--- src/rtl/wb_arb_pkg.sv ---
// rtl/wb_arb_pkg.sv - shared constants for the wishbone round-robin arbiter
package wb_arb_pkg;
    typedef enum logic {
        ST_IDLE = 1'b0,
        ST_BUSY = 1'b1
    } state_e;

    localparam int          WD_CNT_W        = 8;
    localparam logic [31:0] WD_TIMEOUT_DATA = 32'hDEADBEEF;
endpackage

--- src/rtl/wb_arb_rr_pick.sv ---
// rtl/wb_arb_rr_pick.sv - combinational round-robin picker (module rr_pick)
module rr_pick #(
    parameter int N  = 2,
    parameter int PW = (N > 1) ? $clog2(N) : 1
) (
    input  logic [N-1:0]  req_i,
    input  logic [PW-1:0] ptr_i,
    output logic [N-1:0]  pick_o
);
    logic [N-1:0] rot_req;
    logic [N-1:0] rot_pick;

    // Rotate so the pointer sits at bit 0, isolate the lowest set bit, rotate back.
    assign rot_req  = N'({req_i, req_i} >> ptr_i);
    assign rot_pick = rot_req & (~rot_req + 1'b1);
    assign pick_o   = N'(({rot_pick, rot_pick} << ptr_i) >> N);
endmodule

--- src/rtl/wb_arb_rr.sv ---
// rtl/wb_arb_rr.sv - round-robin wishbone arbiter; WB_ARB_WATCHDOG_EN adds the ack watchdog
module wb_arb_rr
    import wb_arb_pkg::*;
#(
    parameter int N         = 2,
    parameter int AW        = 16,
    parameter int DW        = 32,
    parameter int TO_CYCLES = 255
) (
    input  logic              clk,
    input  logic              rst,
    input  logic [N*AW-1:0]   m_addr,
    input  logic [N*DW-1:0]   m_wdata,
    input  logic [N*DW/8-1:0] m_wmsk,
    input  logic [N-1:0]      m_we,
    input  logic [N-1:0]      m_cyc,
    output logic [N-1:0]      m_ack,
    output logic [DW-1:0]     m_rdata,
    output logic [AW-1:0]     s_addr,
    output logic [DW-1:0]     s_wdata,
    output logic [DW/8-1:0]   s_wmsk,
    output logic              s_we,
    output logic              s_cyc,
    input  logic [DW-1:0]     s_rdata,
    input  logic              s_ack,
    output logic [N-1:0]      gnt,
    output logic              err
);
    localparam int PW = $clog2(N);

    state_e        state_q, state_d;
    logic [N-1:0]  gnt_q, gnt_d;
    logic [PW-1:0] gidx_q, gidx_d;
    logic [PW-1:0] ptr_q, ptr_d;
    logic [N-1:0]  pick;
    logic [PW-1:0] pick_idx;
    logic          cyc_g;
    logic          wd_expire;

    rr_pick #(.N(N), .PW(PW)) u_pick (
        .req_i  (m_cyc),
        .ptr_i  (ptr_q),
        .pick_o (pick)
    );

    always_comb begin
        pick_idx = '0;
        for (int i = 0; i < N; i++) begin
            if (pick[i]) pick_idx = PW'(i);
        end
    end

    assign cyc_g   = m_cyc[gidx_q];
    assign s_addr  = m_addr[gidx_q*AW +: AW];
    assign s_wdata = m_wdata[gidx_q*DW +: DW];
    assign s_wmsk  = m_wmsk[gidx_q*(DW/8) +: DW/8];
    assign s_we    = m_we[gidx_q];
    assign gnt     = gnt_q;

    always_ff @(posedge clk) begin
        if (rst) begin
            state_q <= ST_IDLE;
            gnt_q   <= '0;
            gidx_q  <= '0;
            ptr_q   <= '0;
        end else begin
            state_q <= state_d;
            gnt_q   <= gnt_d;
            gidx_q  <= gidx_d;
            ptr_q   <= ptr_d;
        end
    end

    always_comb begin
        state_d = state_q;
        gnt_d   = gnt_q;
        gidx_d  = gidx_q;
        ptr_d   = ptr_q;
        case (state_q)
            ST_IDLE: begin
                if (|m_cyc) begin
                    state_d = ST_BUSY;
                    gnt_d   = pick;
                    gidx_d  = pick_idx;
                end
            end
            ST_BUSY: begin
                // Completion, master abort or timeout all release the bus the same way.
                if (s_ack || !cyc_g || wd_expire) begin
                    state_d = ST_IDLE;
                    gnt_d   = '0;
                    ptr_d   = (gidx_q == PW'(N-1)) ? '0 : gidx_q + 1'b1;
                end
            end
            default: state_d = ST_IDLE;
        endcase
    end

    always_comb begin
        s_cyc   = 1'b0;
        m_ack   = '0;
        m_rdata = s_rdata;
        if (state_q == ST_BUSY) begin
            s_cyc         = cyc_g && !wd_expire;
            m_ack[gidx_q] = s_ack || wd_expire;
            if (wd_expire) m_rdata = DW'(WD_TIMEOUT_DATA);
        end
    end

`ifdef WB_ARB_WATCHDOG_EN
    logic [WD_CNT_W-1:0] wd_cnt_q, wd_cnt_d;
    logic                err_q, err_d;

    // A late slave ack in the expiry cycle still wins over the timeout.
    assign wd_expire = (state_q == ST_BUSY) && cyc_g && !s_ack &&
                       (wd_cnt_q == WD_CNT_W'(TO_CYCLES));
    assign err       = err_q;

    always_comb begin
        wd_cnt_d = '0;
        if (state_q == ST_BUSY && state_d == ST_BUSY) wd_cnt_d = wd_cnt_q + 1'b1;
        err_d = err_q | wd_expire;
    end

    always_ff @(posedge clk) begin
        if (rst) begin
            wd_cnt_q <= '0;
            err_q    <= 1'b0;
        end else begin
            wd_cnt_q <= wd_cnt_d;
            err_q    <= err_d;
        end
    end
`else
    assign wd_expire = 1'b0;
    assign err       = 1'b0;
`endif
endmodule
--- config.mk ---
export PLATFORM = sky130hd
export DESIGN_NAME = wb_arb_rr
export DESIGN_NICKNAME = d
export VERILOG_FILES = /design/src/rtl/wb_arb_pkg.sv /design/src/rtl/wb_arb_rr_pick.sv /design/src/rtl/wb_arb_rr.sv
export SDC_FILE = /design/constraint.sdc
export NUM_CORES = 1
export LEC_CHECK = 0
export ABC_CLOCK_PERIOD_IN_PS = 1750
export CAP_MARGIN = 20
export CELL_PAD_IN_SITES_DETAIL_PLACEMENT = 1
export CELL_PAD_IN_SITES_GLOBAL_PLACEMENT = 1
export CORE_MARGIN = 3
export CORE_UTILIZATION = 11
export CTS_BUF_LIST = sky130_fd_sc_hd__clkbuf_8 sky130_fd_sc_hd__clkbuf_16
export DETAILED_ROUTE_END_ITERATION = 12
export GPL_ROUTABILITY_DRIVEN = 0
export GPL_TIMING_DRIVEN = 0
export HOLD_SLACK_MARGIN = 0.06
export MAX_ROUTING_LAYER = met4
export PLACE_DENSITY_LB_ADDON = 0.05
export SKIP_CTS_REPAIR_TIMING = 1
export SYNTH_ARGS = -nofsm -noshare
export SYNTH_HDL_FRONTEND = slang
export SYNTH_SLANG_ARGS = --single-unit
--- constraint.sdc ---
create_clock -name clk -period 1.75 [get_ports clk]
set_clock_uncertainty 0.2 [all_clocks]
set_input_delay 0.175 -clock clk [delete_from_list [all_inputs] [get_ports clk]]
set_output_delay 0.175 -clock clk [all_outputs]
set_load 0.05 [all_outputs]
==> impl_table.tex <==
\begin{tabular}{lr}
\hline
Metric & Value \\
\hline
\multicolumn{2}{l}{\textbf{Synth}} \\
Number of nets in the synthesized netlist & approximately 280 \\
Most area-hungry cell type in the Yosys netlist & mux2\_2 \\
Main combinational cell family by area after synthesis & multiplexers \\
XOR/XNOR Fraction of Synth Area & 0 \\
Share of the synthesized area in the top cell type & 0.4872 \\
Synth area leaders & mux2\_2 49\%, buf\_4 22\%, dfxtp\_1 8.2\% \\
Synth Area in Compound Gates & 0.08580 \\
Fraction of the mapped netlist area in adder cells & 0 \\
Post-synthesis sequential element count & 5 \\
Average cell area after synthesis & slightly above 9 µm² \\
Count of unique library cells instantiated by Yosys & 24 \\
Ys Warns & 0 \\
Post-synthesis share of cell area spent on and, or, nand and nor gates & 0.06435 \\
Mapped Area & between 0.001 and 0.0015 mm² \\
Portion of netlist area occupied by mux cells & 0.5056 \\
Synthesized netlist cell count & approximately 140 \\
Sequential fraction of the synthesis area & 0.08172 \\
\multicolumn{2}{l}{\textbf{Floorplanning}} \\
Overall die area & between 0.01 and 0.015 mm² \\
Width of the die & approximately 110 µm \\
Core Box Area & around 0.011 mm² \\
Die Y-Extent & roughly 110 µm \\
Placement row count & 37 \\
Initial core utilization & 0.1161 \\
Number of top-level design ports & $\sim$230 \\
\multicolumn{2}{l}{\textbf{Cells and area}} \\
Top library cells by usage in the layout, fill and taps aside & 140 x clkdlybuf4s50\_1, 43 x mux2\_2, 43 x buf\_6 \\
\# fillers & $\sim$1200 \\
Net count, final & roughly 490 \\
Final core occ & 0.3540 \\
Register area & between 100 and 150 µm² \\
Ratio of cells with drive above 1 in the final layout & 0.4752 \\
Number of diodes added for antenna fixing & 0 \\
Combined area of the multi-input logic cells & between 800 and 900 µm² \\
Leading cell type in the layout, fill and taps excluded & clkdlybuf4s50\_1 \\
Cell Count, Final, Fillers Out & around 480 \\
Area Overhead vs Synth & 205.0\% \\
\multicolumn{2}{l}{\textbf{Global route}} \\
Met3 global-route usage & 0.03533 \\
Global-route wire length before repair & roughly 12000 µm \\
Sum of overflow across all layers after global routing & 0 \\
Vias in the first global route & around 1900 \\
Overall routing resource usage & 0.1193 \\
Number of antenna violations at the first check in global routing & 0 \\
Largest net degree at the start of global routing & 11 \\
GRT busiest layer & met2 \\
GR Layer Usage met2 & 0.2256 \\
Met1 track utilization from global routing & 0.1314 \\
\multicolumn{2}{l}{\textbf{Timing}} \\
Worst relative slew slack & 0.6160 \\
Least-Margin Pin Slew & 0.5750 ns \\
Max-slew violations & 0 \\
RSZ-0062 raised after global routing & true \\
Final setup margin & -0.007429 ns \\
Clock period minus worst slack & approximately 1.8 ns \\
Post-Route Setup TNS & -0.007429 ns \\
Final count of negative-setup-slack endpoints & 1 \\
Final worst path period share & 1.004 \\
Final hold violation count & 0 \\
Fmax achieved & roughly 570 MHz \\
\multicolumn{2}{l}{\textbf{Power}} \\
Leakage Power & $\sim$1.6 nW \\
Internal Power & 1.018 mW \\
Sw power & slightly below 900 µW \\
Power Total & about 1.9 mW \\
Maximum vdd drop & 514.4 µV \\
Share of total power in combinational logic & 0.819 \\
Part of the power in registers & 0.070 \\
Share of total power consumed by net switching & 0.4628 \\
Power density over the cells & between 500 and 600 mW/mm² \\
Clock Power Share & 0.112 \\
\multicolumn{2}{l}{\textbf{Setup path}} \\
Critical Path Source & gidx\_q \\
Endpoint arrival time on the critical path & 1.38 ns \\
Req. time, crit path & about 1.4 ns \\
Beginning of the worst register-to-register path & gidx\_q \\
Maximum fanout encountered on the critical timing path & 5 \\
Critical path class & flop to output pin \\
FF-to-FF setup slack & about 0.26 ns \\
Critical path startpoint category & flop \\
Critical Path Sink Type & output pin \\
\multicolumn{2}{l}{\textbf{Place}} \\
Pre-CTS WS & -0.5064 ns \\
Number of port buffers & around 200 \\
Final HPWL DP & $\sim$6900 µm \\
\# placed instances & 470 \\
\multicolumn{2}{l}{\textbf{Clock tree}} \\
Latest clock arrival within the worst-skew pair & 0.22 ns \\
Root cell of the clock tree & clkbuf\_8 \\
Sink Count & 5 \\
Clock-pin slew reported for the worst setup and hold paths after clock tree synthesis & about 0.04 ns \\
TritonCTS clock tree & done \\
CTS HTree Levels & 1 \\
Maximum count of clock buffers along a single path & 2 \\
Clock buffer count from CTS & 3 \\
\multicolumn{2}{l}{\textbf{Detailed routing}} \\
Detailed router's first-iteration violation count & 42 \\
Final routed DRC violation total & 0 \\
Antenna Nets Post-Route & 0 \\
Post-detailed-routing wire length & just over 8000 µm \\
Average routed wire per standard cell & $\sim$17 µm \\
Via count normalized by instance count & roughly 3.8 \\
Vias & 1826 \\
Drt pass-1 iters & 4 \\
\multicolumn{2}{l}{\textbf{Worst hold path}} \\
HP Class & input pin to flop \\
Hold path startpoint & m\_cyc[1] \\
\multicolumn{2}{l}{\textbf{Run status}} \\
Violated checks & negative setup slack \\
Outcome & complete, but fails checks \\
\multicolumn{2}{l}{\textbf{Run}} \\
Max-capacitance violation count & 0 \\
\hline
\end{tabular}
## layer usage
layer  routed length [µm]  part of all wire
met4                    0                 0
met3                  592             0.073
met2                 4454              0.55
met1                 3071              0.38
met5                    0                 0
## cell type report
cell class	count	area share
timing repair buffer	204	0.5790
clock buffer	3	0.01105
clock inverter	1	0.001005
multi-input combinational	85	0.2261
sequential	5	0.02780
tap	136	0.04555
buffer	42	0.1065
inverter	3	0.003014
## power by group through the flow
stage	Clock [mW]	Sequential [mW]	Combinational [mW]
floorplan	0	0.143	0.821
global placement	0	0.132	1.41
detailed placement	0	0.132	1.41
CTS	0.217	0.130	1.42
global route	0.229	0.133	1.61
finish	0.212	0.132	1.55
## state kept, by name, indices dropped and copies added (netlist names)
| register | flops |
|---|---|
| gnt | 2 |
| ptr_q | 1 |
| gidx_q | 1 |
| state_q | 1 |
## worst max-delay path, stage by stage, from the launching register on
cell and delay [ns]:
dfxtp_4 0.36, clkbuf_16 0.15, clkbuf_16 0.14, mux2_2 0.34, buf_6 0.16
## cells by family after synthesis
family,Yosys count
and+or+nand+nor,15
buffers and inverters,45
DFF,5
AOI/OAI and AO/OA,15
other,1
muxes,54
## final timing paths
check              end  cells past startpoint
max          s_wmsk[2]                      4
min            state_q                      3
max reg2reg     gnt[0]                      5
min reg2reg     gnt[0]                      2
## synth_stat cells
cell type,instances
mux2_2,53
buf_4,36
buf_2,5
dfxtp_1,5
nor2_1,5
o21ai_0,4
a21oi_1,3
inv_1,3
a31oi_1,2
nand2_1,2
nor2b_1,2
o21a_1,2
or3_1,2
a21boi_0,1
a221oi_2,1
and3_1,1
buf_6,1
conb_1,1
mux2i_4,1
nand2b_1,1
nand3b_1,1
nor3b_1,1
o211ai_1,1
o31ai_2,1
## stage by stage
step	hold slack, ns	area, µm²
2_1_floorplan	0.04125	1225
3_3_place_gp	0.2572	3387
3_5_place_dp	0.2551	3387
4_1_cts	0.1017	3432
5_1_grt	0.1124	3736
6_report	0.1000	3736
No activity file was read; power rests on OpenSTA's default activity.
